==> src/rtl/color_bbox_detect.sv <==
// Colour-threshold pixel classifier with per-frame bounding-box accumulation.
// Publishes box, centre, hit count and found flag on each vsync rising edge,
// and emits a one-cycle-delayed binary mask stream for display overlay.
module color_bbox_detect #(
  parameter int unsigned H_PIXEL   = 640,
  parameter int unsigned V_PIXEL   = 480,
  parameter logic [4:0]  R_MIN     = 5'd20,
  parameter logic [5:0]  G_MAX     = 6'd24,
  parameter logic [4:0]  B_MAX     = 5'd12,
  parameter logic [18:0] MIN_COUNT = 19'd200
) (
  input  logic        ov5640_pclk,
  input  logic        sys_rst_n,
  input  logic        pix_en,
  input  logic [15:0] pix_data,
  input  logic        pix_vsync,
  input  logic        pix_href,
  output logic        bin_en,
  output logic [15:0] bin_data,
  output logic        bin_href,
  output logic        bin_vsync,
  output logic        obj_valid,
  output logic        obj_found,
  output logic [10:0] x_min,
  output logic [10:0] x_max,
  output logic [10:0] y_min,
  output logic [10:0] y_max,
  output logic [10:0] x_center,
  output logic [10:0] y_center,
  output logic [18:0] hit_cnt
);

  localparam logic [10:0] H_LIM = 11'(H_PIXEL);
  localparam logic [10:0] V_LIM = 11'(V_PIXEL);

  logic        vsync_d;
  logic        href_d;
  logic        armed;
  logic [10:0] x_cnt;
  logic [10:0] y_cnt;
  logic [10:0] acc_xmin;
  logic [10:0] acc_xmax;
  logic [10:0] acc_ymin;
  logic [10:0] acc_ymax;
  logic [18:0] acc_cnt;
  logic        vsync_rise;
  logic        href_fall;
  logic        match;
  logic        hit;

  // Edge strobes, colour test and in-window hit qualification
  always_comb begin
    vsync_rise = pix_vsync & ~vsync_d;
    href_fall  = ~pix_href & href_d;
    match      = (pix_data[15:11] >= R_MIN) && (pix_data[10:5] <= G_MAX) &&
                 (pix_data[4:0] <= B_MAX);
    hit        = pix_en && match && (x_cnt < H_LIM) && (y_cnt < V_LIM) && !vsync_rise;
  end

  // Registered copies of the sync inputs for edge detection
  always_ff @(posedge ov5640_pclk or negedge sys_rst_n) begin
    if (!sys_rst_n) begin
      vsync_d <= 1'b0;
      href_d  <= 1'b0;
    end else begin
      vsync_d <= pix_vsync;
      href_d  <= pix_href;
    end
  end

  // Column/row counters; frame start beats line end beats pixel advance
  always_ff @(posedge ov5640_pclk or negedge sys_rst_n) begin
    if (!sys_rst_n) begin
      x_cnt <= '0;
      y_cnt <= '0;
    end else if (vsync_rise) begin
      x_cnt <= '0;
      y_cnt <= '0;
    end else if (href_fall) begin
      x_cnt <= '0;
      if (y_cnt < V_LIM) y_cnt <= y_cnt + 11'd1;
    end else if (pix_en && (x_cnt < H_LIM)) begin
      x_cnt <= x_cnt + 11'd1;
    end
  end

  // Per-frame bounding box and hit-count accumulation
  always_ff @(posedge ov5640_pclk or negedge sys_rst_n) begin
    if (!sys_rst_n) begin
      acc_xmin <= '1;
      acc_xmax <= '0;
      acc_ymin <= '1;
      acc_ymax <= '0;
      acc_cnt  <= '0;
    end else if (vsync_rise) begin
      acc_xmin <= '1;
      acc_xmax <= '0;
      acc_ymin <= '1;
      acc_ymax <= '0;
      acc_cnt  <= '0;
    end else if (hit) begin
      if (x_cnt < acc_xmin) acc_xmin <= x_cnt;
      if (x_cnt > acc_xmax) acc_xmax <= x_cnt;
      if (y_cnt < acc_ymin) acc_ymin <= y_cnt;
      if (y_cnt > acc_ymax) acc_ymax <= y_cnt;
      if (acc_cnt != '1) acc_cnt <= acc_cnt + 19'd1;
    end
  end

  // Frame close: first vsync after reset only arms, later ones publish
  always_ff @(posedge ov5640_pclk or negedge sys_rst_n) begin
    if (!sys_rst_n) begin
      armed     <= 1'b0;
      obj_valid <= 1'b0;
      obj_found <= 1'b0;
      x_min     <= '0;
      x_max     <= '0;
      y_min     <= '0;
      y_max     <= '0;
      x_center  <= '0;
      y_center  <= '0;
      hit_cnt   <= '0;
    end else begin
      obj_valid <= 1'b0;
      if (vsync_rise) begin
        if (!armed) begin
          armed <= 1'b1;
        end else begin
          obj_valid <= 1'b1;
          hit_cnt   <= acc_cnt;
          if (acc_cnt >= MIN_COUNT) begin
            obj_found <= 1'b1;
            x_min     <= acc_xmin;
            x_max     <= acc_xmax;
            y_min     <= acc_ymin;
            y_max     <= acc_ymax;
            x_center  <= 11'(({1'b0, acc_xmin} + {1'b0, acc_xmax}) >> 1);
            y_center  <= 11'(({1'b0, acc_ymin} + {1'b0, acc_ymax}) >> 1);
          end else begin
            obj_found <= 1'b0;
            x_min     <= '0;
            x_max     <= '0;
            y_min     <= '0;
            y_max     <= '0;
            x_center  <= '0;
            y_center  <= '0;
          end
        end
      end
    end
  end

  // Binary mask stream, one cycle behind the pixel input
  always_ff @(posedge ov5640_pclk or negedge sys_rst_n) begin
    if (!sys_rst_n) begin
      bin_en    <= 1'b0;
      bin_data  <= '0;
      bin_href  <= 1'b0;
      bin_vsync <= 1'b0;
    end else begin
      bin_en    <= pix_en;
      bin_data  <= (pix_en && match) ? '1 : '0;
      bin_href  <= pix_href;
      bin_vsync <= pix_vsync;
    end
  end

endmodule

==> config.mk <==
export PLATFORM = sky130hd
export DESIGN_NAME = color_bbox_detect
export DESIGN_NICKNAME = d
export VERILOG_FILES = /design/src/rtl/color_bbox_detect.sv
export SDC_FILE = /design/constraint.sdc
export NUM_CORES = 1
export LEC_CHECK = 0
export CORE_MARGIN = 2
export CORE_UTILIZATION = 44
export DETAILED_ROUTE_END_ITERATION = 7
export DONT_BUFFER_PORTS = 1
export PLACE_DENSITY = 0.62
export SLEW_MARGIN = 10
export SYNTH_ARGS = -nofsm -noshare
export SYNTH_HDL_FRONTEND = slang
export SYNTH_SLANG_ARGS = --single-unit
==> constraint.sdc <==
create_clock -name ov5640_pclk -period 2.2 [get_ports ov5640_pclk]
set_input_delay 0.55 -clock ov5640_pclk [delete_from_list [all_inputs] [get_ports ov5640_pclk]]
set_output_delay 0.55 -clock ov5640_pclk [all_outputs]
set_load 0.005 [all_outputs]
==> impl_metrics.csv, run 1 <==
group,metric,value,unit
route,routedWlPerCell,18.12,µm
placed_design,dpl_cell_area,9812,µm²
synthesis,synth-edff-count,0,
synthesis,syn_area_per_cell,9.725,µm²
synthesis,synth-adder-area-share,9.361,%
clocking,cts_tree,"yes",
status,status,"complete, but fails checks",
global_routing,gr-usage-all-layers,20.87,%
setup_path,cp.buffers_inverters,0,
route,finalWirelength,22.94,mm
route,antenna_left,0,
sta,slew_headroom,61.69,%
sta,grt_setup_unrepaired,"true",
synthesis,synthCells,951,
synthesis,synth_seq_area_share,48.19,%
placed_design,dp_hpwl,15.89,mm
setup_path,cp_slowest_cell,"fa_2",
setup_path,r2r_start,"acc_xmax[0]",
clocking,clk_latency,0.43,ns
setup_path,rr_worst_depth,8,
die,die_h,149.0,µm
clocking,root_buffer,"clkbuf_16",
worst_hold_path,hp-class,"in -> async",
synthesis,synth-simple-area-share,17.18,%
route,viasPerCell,5.548,
die,initial_utilization,44.42,%
route,drtIter0Drc,487,
synthesis,synth_most_common_cell,"nand2_1",
clocking,clk_pin_slew,0.07,ns
synthesis,synth-compound-area-share,15.75,%
setup_path,arrival,2.58,ns
setup_path,path_cells,"and2_4 -> fa_2 -> a211oi_2 -> nor2_2 -> o31ai_4 -> a221oi_2 -> or3_1 -> a32o_1",
power,peakVddDrop,0.5020,mV
sta,finalWorstSetupSlack,-0.06550,ns
layout,fin_area,10540,µm²
die,fp.dieW,149.0,µm
setup_path,timing.reg2reg.setup_slack,-0.07,ns
power,finalPower,6.855,mW
sta,hold_viol_final,155,
route,drtPass1Iterations,5,
synthesis,synth_area,9249,µm²
sta,holdWs,-0.1757,ns
synthesis,synth_top_area_share,41.94,%
layout,drive_gt1_share,15.94,%
setup_path,end_kind,"register",
synthesis,synth-xor-area-share,3.977,%
layout,fillers,1945,
placed_design,gp_congestion,0.8597,
global_routing,antenna_found_initial,0,
synthesis,synth.mux.area_fraction,0.2165,%
sta,skew,0.01040,ns
synthesis,ys_ff_latch,177,
synthesis,synth.area.top_cells,"dfrtp_1 (42%), ha_1 (8.9%), nand2_1 (6.5%)",
clocking,clk_path_buf_depth,2,
sta,final_max_slew_viol_count,0,
synthesis,synthTopCellsByCount,"nand2_1 (159), dfrtp_1 (155), ha_1 (66)",
synthesis,synth_top_family_by_area,"simple AND/OR/NAND/NOR gates",
clocking,clock-sinks,177,
synthesis,synth_warnings,0,
setup_path,rr_endpoint,"x_center[9]",
setup_path,crit_required,2.52,ns
synthesis,synthArstFlopShare,100.0,%
synthesis,synth_ff_type,"dfrtp_1",
global_routing,grt_pass1_wl,36.58,mm
route,num_vias,7024,
setup_path,crit_path_max_incr_delay,0.42,ns
layout,fin_nets,1067,
clocking,cts_buffers,17,
die,rows,53,
setup_path,cp_max_fo,3,
global_routing,grt_pass1_vias,6898,
layout,diodes,0,
global_routing,grt_max_degree,178,
power,leakagePower,5.155,nW
sta,finalSetupViolCount,1,
placed_design,dpl_worst_slack,-0.1026,ns
synthesis,synth.distinct_cells,57,
die,die_area,22200,µm²
layout,syn_to_final_growth,13.95,%
setup_path,path_class,"reg -> reg",
status,failed_checks,"negative hold slack, negative setup slack",
setup_path,path_delay_family,"compound AO/OA/AOI/OAI gates",
die,coreArea,20820,µm²
synthesis,synth_nets,1040,
sta,fmax,0.4414,GHz
global_routing,overflow,0,
synthesis,yosys.area.top_type,"dfrtp_1",
sta,setup_tns,-0.06550,ns
clocking,h-tree-depth,4,
placed_design,port_buffers,0,
job,cap_violations,0,
sta,worst_pin_slew,0.5726,ns
power,powerDensity,650.4,nW/µm²
route,drc_errors,0,
sta,finalCritPeriodShare,103.0,%
die,ios,127,
sta,layout_min_cycle_time,2.265,ns
setup_path,startpoint_type,"register",
## kinds of logic after synthesis
family / Yosys count
mux: 2
flops: 177
fa+ha+maj: 68
xor+xnor: 42
buf+inv: 109
simple gates: 339
compound gates: 214
## per-layer routing
metal / track usage [%] / wire, µm
met5: 0 / 0
met4: 6.286 / 397
met3: 5.596 / 1592
met2: 30.32 / 9842
met1: 30.46 / 11100
## how the worst max path moves through the flow
stage,from,to,depth (start not counted)
floorplan,acc_xmax[0],x_center[9],8
global placement,acc_xmax[0],x_center[9],8
detailed placement,acc_xmax[0],x_center[9],8
CTS,acc_xmax[0],x_center[9],8
global route,acc_xmax[0],x_center[9],8
finish,acc_xmax[0],x_center[9],8
## registers in the layout, indices dropped and copies added (netlist names), 11 cells and up
signal    count
acc_cnt      19
acc_xmax     11
acc_xmin     11
acc_ymax     11
acc_ymin     11
hit_cnt      19
x_center     11
x_cnt        11
x_max        11
x_min        11
y_center     11
y_cnt        11
y_max        11
y_min        11
## final cells by class
| type | instances | area, µm² | area share [%] |
|---|---|---|---|
| Clock inverter | 11 | 81.33 | 0.7717 |
| Sequential cell | 177 | 4457 | 42.29 |
| Tap cell | 275 | 344.1 | 3.265 |
| Inverter | 48 | 180.2 | 1.710 |
| Timing Repair Buffer | 68 | 548.0 | 5.200 |
| Clock buffer | 21 | 470.5 | 4.464 |
| Multi-Input combinational cell | 666 | 4458 | 42.30 |
## cells in the final DEF, fill, tap and decap left out, types with 4 or more instances in the layout
cell and instances:
dfstp_2 22, nand2b_1 6, o21a_1 5, xor2_1 27, nand3_1 35, o211ai_1 7, o31ai_1 55, a21oi_2 4
a22o_1 6, a31oi_1 17, nor3_1 11, ha_1 66, a21oi_1 34, a21o_1 17, clkbuf_16 17, nand2_1 158
nor2_1 46, inv_1 48, xnor2_1 15, buf_4 61, nor3_2 6, and3_1 16, o21ai_0 39, or3_1 6
and4_1 6, dfrtp_1 155, buf_6 4, and2_1 8, nand4_1 23
## stage by stage
stage               utilization, %  cells  hold WS (ns)
floorplan                        -    951        0.2544
global placement             47.12   1228        0.2655
detailed placement           47.12   1228        0.2664
CTS                          49.84   1260       -0.1957
global route                 50.61   1266       -0.1995
finish                       50.61   1266       -0.1757
## power breakdown
group	internal (mW)	switching [mW]	leakage, nW	total, mW
Sequential	3.33	0.0529	2.38	3.38
Clock	1.54	1.32	0.266	2.86
Combinational	0.227	0.385	2.51	0.612
Total	5.10	1.76	5.16	6.85
## timing repair
action	4_1_cts	5_1_grt
gates cloned	0	4
resized for setup	3	28
endpoints found under the setup margin	1	31
pin swaps	1	7
endpoints found under the hold margin	159	155
buffers inserted	0	2
Power figures use the tool's default switching activity.
==> inputs of run 2 (changes only) <==
Settings changed: ABC_CLOCK_PERIOD_IN_PS set to 2200, CORE_MARGIN 2 to unset.
==> run 2 against run 1 <==
Against the previous run: the run ends with negative hold slack left; first-iteration DRC count is 15% lower; final area is 1.0% higher; sequential share of layout area is 0.40 points lower; fmax is 4.7% higher; clock power is 15% higher; flip-flop and latch count stayed put; utilization is 1.5 points higher; wire length is 3.7% lower; critical path type unchanged.
==> impl_metrics.csv, run 2 (synthesis results as in run 1) <==
group,metric,value,unit
clocking,clk_pin_slew,0.07,ns
clocking,cts_buffers,17,
layout,fin_util,52.11,%
status,failed_checks,"negative hold slack",
route,drc_errors,0,
global_routing,grt_pass1_wl,36.36,mm
power,peakVddDrop,0.4386,mV
sta,finalSetupViolCount,0,
route,routedWlPerCell,17.52,µm
die,ios,127,
route,drtIter0Drc,414,
route,finalWirelength,22.09,mm
route,antenna_left,0,
setup_path,crit_required,2.53,ns
die,rows,52,
route,drtPass1Iterations,5,
die,fp.dieW,147.0,µm
layout,reg_top3,"acc_cnt: 19 flops, hit_cnt: 19 flops",
clocking,clock-sinks,177,
placed_design,gp_congestion,0.8390,
power,powerDensity,687.5,nW/µm²
die,die_h,147.0,µm
route,num_vias,7045,
global_routing,antenna_found_initial,0,
global_routing,busiest_layer,"met2",
global_routing,gr-usage-all-layers,21.27,%
sta,skew,0.008657,ns
layout,final_cell_mix,"nand2_1 (158), dfrtp_1 (153), ha_1 (66)",
clocking,root_buffer,"clkbuf_16",
clocking,clk_path_buf_depth,2,
layout,drive_gt1_share,16.15,%
sta,hold_viol_final,155,
sta,holdWs,-0.1864,ns
sta,grt_setup_unrepaired,"true",
clocking,cts_tree,"yes",
sta,final_max_slew_viol_count,0,
die,die_area,21600,µm²
global_routing,use_met3,5.745,%
placed_design,dp_hpwl,15.32,mm
die,coreArea,20430,µm²
clocking,h-tree-depth,4,
layout,final_common_cell,"nand2_1",
setup_path,end_kind,"register",
global_routing,grt_max_degree,178,
status,status,"complete, but fails checks",
sta,worst_pin_slew,0.5914,ns
job,cap_violations,0,
setup_path,rr_worst_depth,8,
layout,fin_nets,1067,
setup_path,path_class,"reg -> reg",
global_routing,met2_usage,31.64,%
sta,slew_headroom,60.43,%
setup_path,startpoint_type,"register",
setup_path,arrival,2.50,ns
sta,fmax,0.4620,GHz
route,viasPerCell,5.587,
sta,finalCritPeriodShare,98.39,%
layout,syn_to_final_growth,15.11,%
global_routing,overflow,0,
placed_design,port_buffers,0,
worst_hold_path,hp-class,"in -> async",
placed_design,dpl_worst_slack,-0.07663,ns
sta,finalWorstSetupSlack,0.03551,ns
die,initial_utilization,45.27,%
global_routing,grt_pass1_vias,6964,
layout,diodes,0,
power,leakagePower,5.190,nW
global_routing,use_met1,30.65,%
clocking,clk_latency,0.44,ns
setup_path,timing.reg2reg.setup_slack,0.04,ns
sta,layout_min_cycle_time,2.164,ns
setup_path,cp_max_fo,2,
[run 2: repair_timing]
item                       CTS  global route
pin swaps                    2             7
gates resized for setup      5            31
setup endpoints to repair    1            38
hold endpoints to repair   155           155
buffers inserted             1             5
gates cloned                 0             2
[run 2: power by group]
| part | total (mW) | internal, mW | switching [mW] |
|---|---|---|---|
| combinational | 0.631 | 0.243 | 0.388 |
| sequential | 3.38 | 3.33 | 0.0549 |
| clock | 3.30 | 1.97 | 1.33 |
[run 2: worst paths after layout]
| kind | startpoint | end |
|---|---|---|
| max | acc_xmax[0] | x_center[9] |
| min | sys_rst_n | bin_en |
| max reg2reg | acc_xmax[0] | x_center[9] |
| min reg2reg | acc_ymin[10] | acc_ymin[10] |
| max in group asynchronous | sys_rst_n | acc_ymin[4] |
| min in group ov5640_pclk | pix_href | bin_href |
[run 2: area by class of cell]
cell class	instances	area, µm²
multi-input combinational	665	4464
clock inverter	12	180.2
clock buffer	20	456.7
timing repair buffer	69	568.0
sequential	177	4459
inverter	48	180.2
tap	270	337.8
fill	1889	9783
[run 2: routing by layer]
layer | part of all wire, % | routed length, µm | vias to the layer above
met3 | 6.5 | 1431 | 20
met1 | 49 | 10890 | 3406
li1 | - | - | 3431
met5 | 0 | 0 | -
met2 | 43 | 9574 | 188
met4 | 0.90 | 199 | 0
[run 2: critical path: stages, from the launching register on]
cell and delay [ns]:
dfrtp_1 0.38, and2_4 0.16, fa_2 0.35, a211oi_2 0.22, nor2_2 0.09, o31ai_4 0.21
a221oi_2 0.10, or3_1 0.31, a32o_1 0.24
[run 2: stage by stage]
stage	area [µm²]	setup TNS, ns	std cells	total power, mW
after floorplan	9256	-0.01697	951	3.823
after global placement	9801	-0.05849	1221	4.031
after detailed placement	9801	-0.08987	1221	4.039
after CTS	10470	0	1254	7.341
after global routing	10650	-0.2318	1261	7.577
final	10650	0	1261	7.319
